## config.mk

```make
export PLATFORM = sky130hd
export DESIGN_NAME = imem_loader
export DESIGN_NICKNAME = d
export VERILOG_FILES = /design/src/rtl/imem_loader.sv
export SDC_FILE = /design/constraint.sdc
export NUM_CORES = 1
export LEC_CHECK = 0
export ABC_AREA = 1
export BUFFER_PORTS_ARGS = -buffer_cell sky130_fd_sc_hd__clkbuf_2
export CAP_MARGIN = 25
export CORE_UTILIZATION = 54
export DETAILED_ROUTE_END_ITERATION = 7
export PLACE_DENSITY_LB_ADDON = 0.3
export SLEW_MARGIN = 20
export SYNTH_ARGS = -nofsm -noshare
export SYNTH_HDL_FRONTEND = slang
export SYNTH_SLANG_ARGS = --single-unit
export TNS_END_PERCENT = 50
```

## constraint.sdc

```tcl
create_clock -name clk -period 3.3 [get_ports clk]
set_clock_uncertainty 0.05 [all_clocks]
set_input_delay 0.66 -clock clk [delete_from_list [all_inputs] [get_ports clk]]
set_output_delay 0.66 -clock clk [all_outputs]
set_load 0.02 [all_outputs]
```

## src/rtl/imem_loader.sv

```systemverilog
// imem_loader: fills imem from an MSB-first byte stream and holds the cpu in reset until the load completes.
// Define IMEM_LOADER_CHECKSUM_EN to require a trailing XOR checksum byte (CHECK/ERROR states, err output).
module imem_loader #(
  parameter int N  = 32,
  parameter int AW = 6
) (
  input  logic          clk,
  input  logic          reset,
  input  logic          start,
  input  logic [AW:0]   word_count,
  input  logic [7:0]    in_data,
  input  logic          in_valid,
  output logic          in_ready,
  output logic          imem_we,
  output logic [AW-1:0] imem_addr,
  output logic [N-1:0]  imem_wdata,
  output logic          cpu_reset,
  output logic          busy,
  output logic          err
);
  localparam int NB = N / 8;
  localparam int BW = NB > 1 ? $clog2(NB) : 1;
  localparam logic [AW:0] CAP = {1'b1, {AW{1'b0}}};
  localparam logic [BW-1:0] BLAST = BW'(NB - 1);
`ifdef IMEM_LOADER_CHECKSUM_EN
  typedef enum logic [2:0] {IDLE, LOAD, DONE, CHECK, ERROR} state_t;
  localparam state_t FIN = CHECK;
`else
  typedef enum logic [2:0] {IDLE, LOAD, DONE} state_t;
  localparam state_t FIN = DONE;
`endif
  state_t state, state_n;
  logic [N-9:0] asm_q;
  logic [BW-1:0] bcnt;
  logic [AW:0] wcnt, remaining, clamped;
  logic [N-1:0] word;
  logic go, all_written, accept, word_done, checking;
  assign clamped = word_count > CAP ? CAP : word_count;
  assign word = {asm_q, in_data};
  assign all_written = wcnt == remaining;
`ifdef IMEM_LOADER_CHECKSUM_EN
  logic [7:0] csum;
  assign checking = state == CHECK;
  assign err = state == ERROR;
`else
  assign checking = 1'b0;
  assign err = 1'b0;
`endif
  assign go = start && (state == IDLE || state == DONE || err);
  assign busy = state == LOAD || checking;
  // in_ready drops on the edge that launches the final write, before LOAD is left
  assign in_ready = (state == LOAD && !all_written) || checking;
  assign accept = in_valid && in_ready;
  assign word_done = accept && state == LOAD && bcnt == BLAST;
  always_comb begin
    state_n = state;
    if (go) state_n = clamped == '0 ? FIN : LOAD;
    else if (state == LOAD && imem_we && all_written) state_n = FIN;
`ifdef IMEM_LOADER_CHECKSUM_EN
    else if (checking && accept) state_n = in_data == csum ? DONE : ERROR;
`endif
  end
  always_ff @(posedge clk or posedge reset) begin
    if (reset) begin
      state      <= IDLE;
      asm_q      <= '0;
      bcnt       <= '0;
      wcnt       <= '0;
      remaining  <= '0;
      imem_we    <= 1'b0;
      imem_addr  <= '0;
      imem_wdata <= '0;
      cpu_reset  <= 1'b1;
    end else begin
      state     <= state_n;
      imem_we   <= word_done;
      cpu_reset <= !(state == DONE && !go);
      if (go) begin
        remaining <= clamped;
        wcnt      <= '0;
        bcnt      <= '0;
      end
      if (accept && state == LOAD) begin
        asm_q <= word[N-9:0];
        bcnt  <= word_done ? '0 : bcnt + 1'b1;
      end
      if (word_done) begin
        imem_wdata <= word;
        imem_addr  <= wcnt[AW-1:0];
        wcnt       <= wcnt + 1'b1;
      end
    end
  end
`ifdef IMEM_LOADER_CHECKSUM_EN
  always_ff @(posedge clk or posedge reset) begin
    if (reset) csum <= '0;
    else if (go) csum <= '0;
    else if (accept && state == LOAD) csum <= csum ^ in_data;
  end
`endif
endmodule

```

==> impl_metrics.yaml <==
sta:
  drv_slew: 0
  rsz0062_at_grt: "false"
  setup_viol: 0
  hold_viol_final: 0
  achievable-frequency_ghz: 0.417
  tightest_slew_ps: 725
  finalCritPeriodShare_pct: 72.6
  fin_crit_ps: 2400
  slew_headroom_pct: 51.6
  tns_ps: 0
setup_path:
  reg2reg_depth: 10
  regToRegSetupSlack_ps: 1170
  r2r_start: "wcnt[3]"
  slowest_delay_ps: 460
  cp_top_family: "flip-flops"
  start_kind: "flip-flop"
  worst_path_most_repeated_cell: "nand2_1"
  crit_type: "reg2out"
  worstPathRequired_ps: 2590
  crit_fanout: 5
  path_cells: "inv_2 -> nand2_1 -> nand2_1 -> nand2_1 -> nor2_4 -> a21boi_0 -> clkbuf_2"
  critPathSlowestCell: "dfrtp_1"
  r2r-end: "imem_wdata[21]"
  cp.arrival_ps: 1690
  end_kind: "output port"
  cp_num_buf_inv: 2
route:
  first_pass_iters: 4
  avgViaCountPerCell: 5.01
  num_vias: 2507
  drtIter0Drc: 176
  drc_errors: 0
  detail-route-antenna-nets: 0
  wl_um: 6220
  wl_per_cell_um: 12.4
grt:
  grt_max_degree: 52
  grt_pass1_wl_um: 10600
  track_usage_pct: 21.3
  grt_overflow: 0
  antenna_found_initial: 0
  grt_pass1_vias: 2307
die:
  die-width_um: 81.9
  start_util_pct: 57.1
  core_area_mm2: 0.00603
  die-area_mm2: 0.00670
  rows: 28
  die_y_um: 81.9
  ios: 62
clock_network:
  cts_buffers: 9
  cts_resized: 0
  htreeDepth: 3
  clk_pin_slew_ps: 80
  clkLatencyLatePin_ps: 350
  cts_root_buf: "clkbuf_8"
  cts_buffer_depth: 2
  cts_setup_buffers: 0
  cts_tree: "done"
  holdBufCountCts: 0
  cts.sinks: 82
layout:
  syn_to_final_growth_pct: 14.8
  diodes: 0
  fin_cells: 500
  drive_gt1_share_pct: 22.6
  final_net_count: 441
  fillers: 507
pwr:
  p_leak_nw: 2.13
  power_density_mw_per_mm2: 790
  ir_worst_vdd_uv: 477
logic_synthesis:
  synth_top_area_share_pct: 58.9
  synth_area_mm2: 0.00344
  synth_largest_area_cell: "dfrtp_1"
  synth_cells: 364
  avgSynthCellArea_um2: 9.46
  yosysWarnings: 0
  synth.area.top_cells: "dfrtp_1 59%, nand2_1 13%, o21ai_0 5.5%"
  synth_seq_cells: 82
  seq_area_frac_synth_pct: 59.6
  synth.distinct_cells: 28
  synth_nets: 385
placed_design:
  dp_hpwl_um: 4210
  numPortBuffers: 60
  place_inst: 484
  gp_congestion: 0.797
run:
  drv_cap: 0
worst_hold_path:
  hold_path_class: "in2async"
run_status:
  status: "finished clean"
-- layout make-up --
cell class	count	area [um2]	area share [%]
flip-flops and latches	82	2050	51.9
multi-input cells	223	1110	28.0
repair buffers	62	328	8.29
inverters	42	159	4.02
clock buffers	11	131	3.32
well taps	75	93.8	2.37
clock inverters	5	78.8	1.99
-- metrics by stage --
| stage | utilization [%] | total power [mW] | setup WS [ps] | cell area (um2) | hold slack (ps) |
|---|---|---|---|---|---|
| after CTS | 65.6 | 3.15 | 861 | 3950 | 353 |
| after global placement | 62.1 | 2.33 | 1190 | 3740 | 404 |
| after global routing | 65.6 | 3.31 | 703 | 3950 | 397 |
| after floorplan | - | 2.07 | 483 | 3440 | 392 |
| final | 65.6 | 3.12 | 903 | 3950 | 330 |
| after detailed placement | 62.1 | 2.37 | 1180 | 3740 | 403 |
-- cells in the final DEF (no fill, tap or decap), drive strengths merged --
master / Yosys / layout
a21boi: 2 / 2
a22o: 1 / 1
buf: 13 / 2
bufinv: 0 / 2
clkbuf: 4 / 71
clkinv: 0 / 4
conb: 1 / 1
dfrtp: 81 / 81
dfstp: 1 / 1
ha: 2 / 2
inv: 42 / 41
nand2: 116 / 116
nand3: 17 / 17
nand4: 4 / 4
nor2: 11 / 11
nor3: 2 / 2
o21ai: 57 / 57
o22ai: 1 / 1
xnor2: 3 / 3
xor2: 6 / 6
-- power by group --
group	internal, mW	switching [mW]
registers	1.28	0.179
clock network	0.426	0.349
logic	0.306	0.583
total	2.01	1.11
-- how the worst max path moves through the flow --
stage / end / depth (start not counted) / startpoint
global route: in_ready / 7 / wcnt[3]
detailed placement: imem_addr[4] / 5 / in_valid
global placement: imem_addr[4] / 10 / wcnt[3]
finish: in_ready / 7 / wcnt[3]
floorplan: asm_q[0] / 1 / reset
CTS: in_ready / 7 / wcnt[3]
-- cells by family (layout without fill, tap and decap cells) --
logic type      count (synthesis)  after routing  share of synthesized area, %
buf+inv                        59            120                          8.43
fa+ha+maj                       2              2                         0.727
other cells                     1              1                         0.109
compound gates                 61             61                          10.1
simple gates                  150            150                          18.7
flops                          82             82                          59.6
xor+xnor                        9              9                          2.29
-- state kept, by name, summed over array words and instances (netlist names) --
register and count:
imem_addr 6, state 2, wcnt 7, bcnt 2, imem_we 1, remaining 7, asm_q 24, imem_wdata 32
cpu_reset 1
-- cells in the mapped netlist --
cell type / count
o21ai_0: 38
o22ai_1: 1
nand2_1: 115
buf_2: 4
nor2_2: 2
conb_1: 1
nor3_1: 2
o21ai_1: 10
nor2_1: 7
inv_1: 40
nand3_1: 16
nand4_2: 1
dfstp_2: 1
a21boi_0: 2
nand3_4: 1
buf_4: 1
nand4_1: 3
dfrtp_1: 81
nor2_4: 2
xnor2_1: 3
xor2_1: 6
ha_1: 2
inv_2: 2
o21ai_2: 9
nand2_4: 1
a22o_1: 1
buf_6: 8
clkbuf_1: 4
-- metal layers --
metal | vias to the layer above | track usage, % | share of wire (%)
met5 | - | 0 | 0
met1 | 1163 | 29.8 | 50
met3 | 13 | 3.78 | 4.4
met2 | 74 | 31.5 | 43
li1 | 1257 | - | -
met4 | 0 | 11.6 | 2.5
Power figures use the tool's default switching activity.
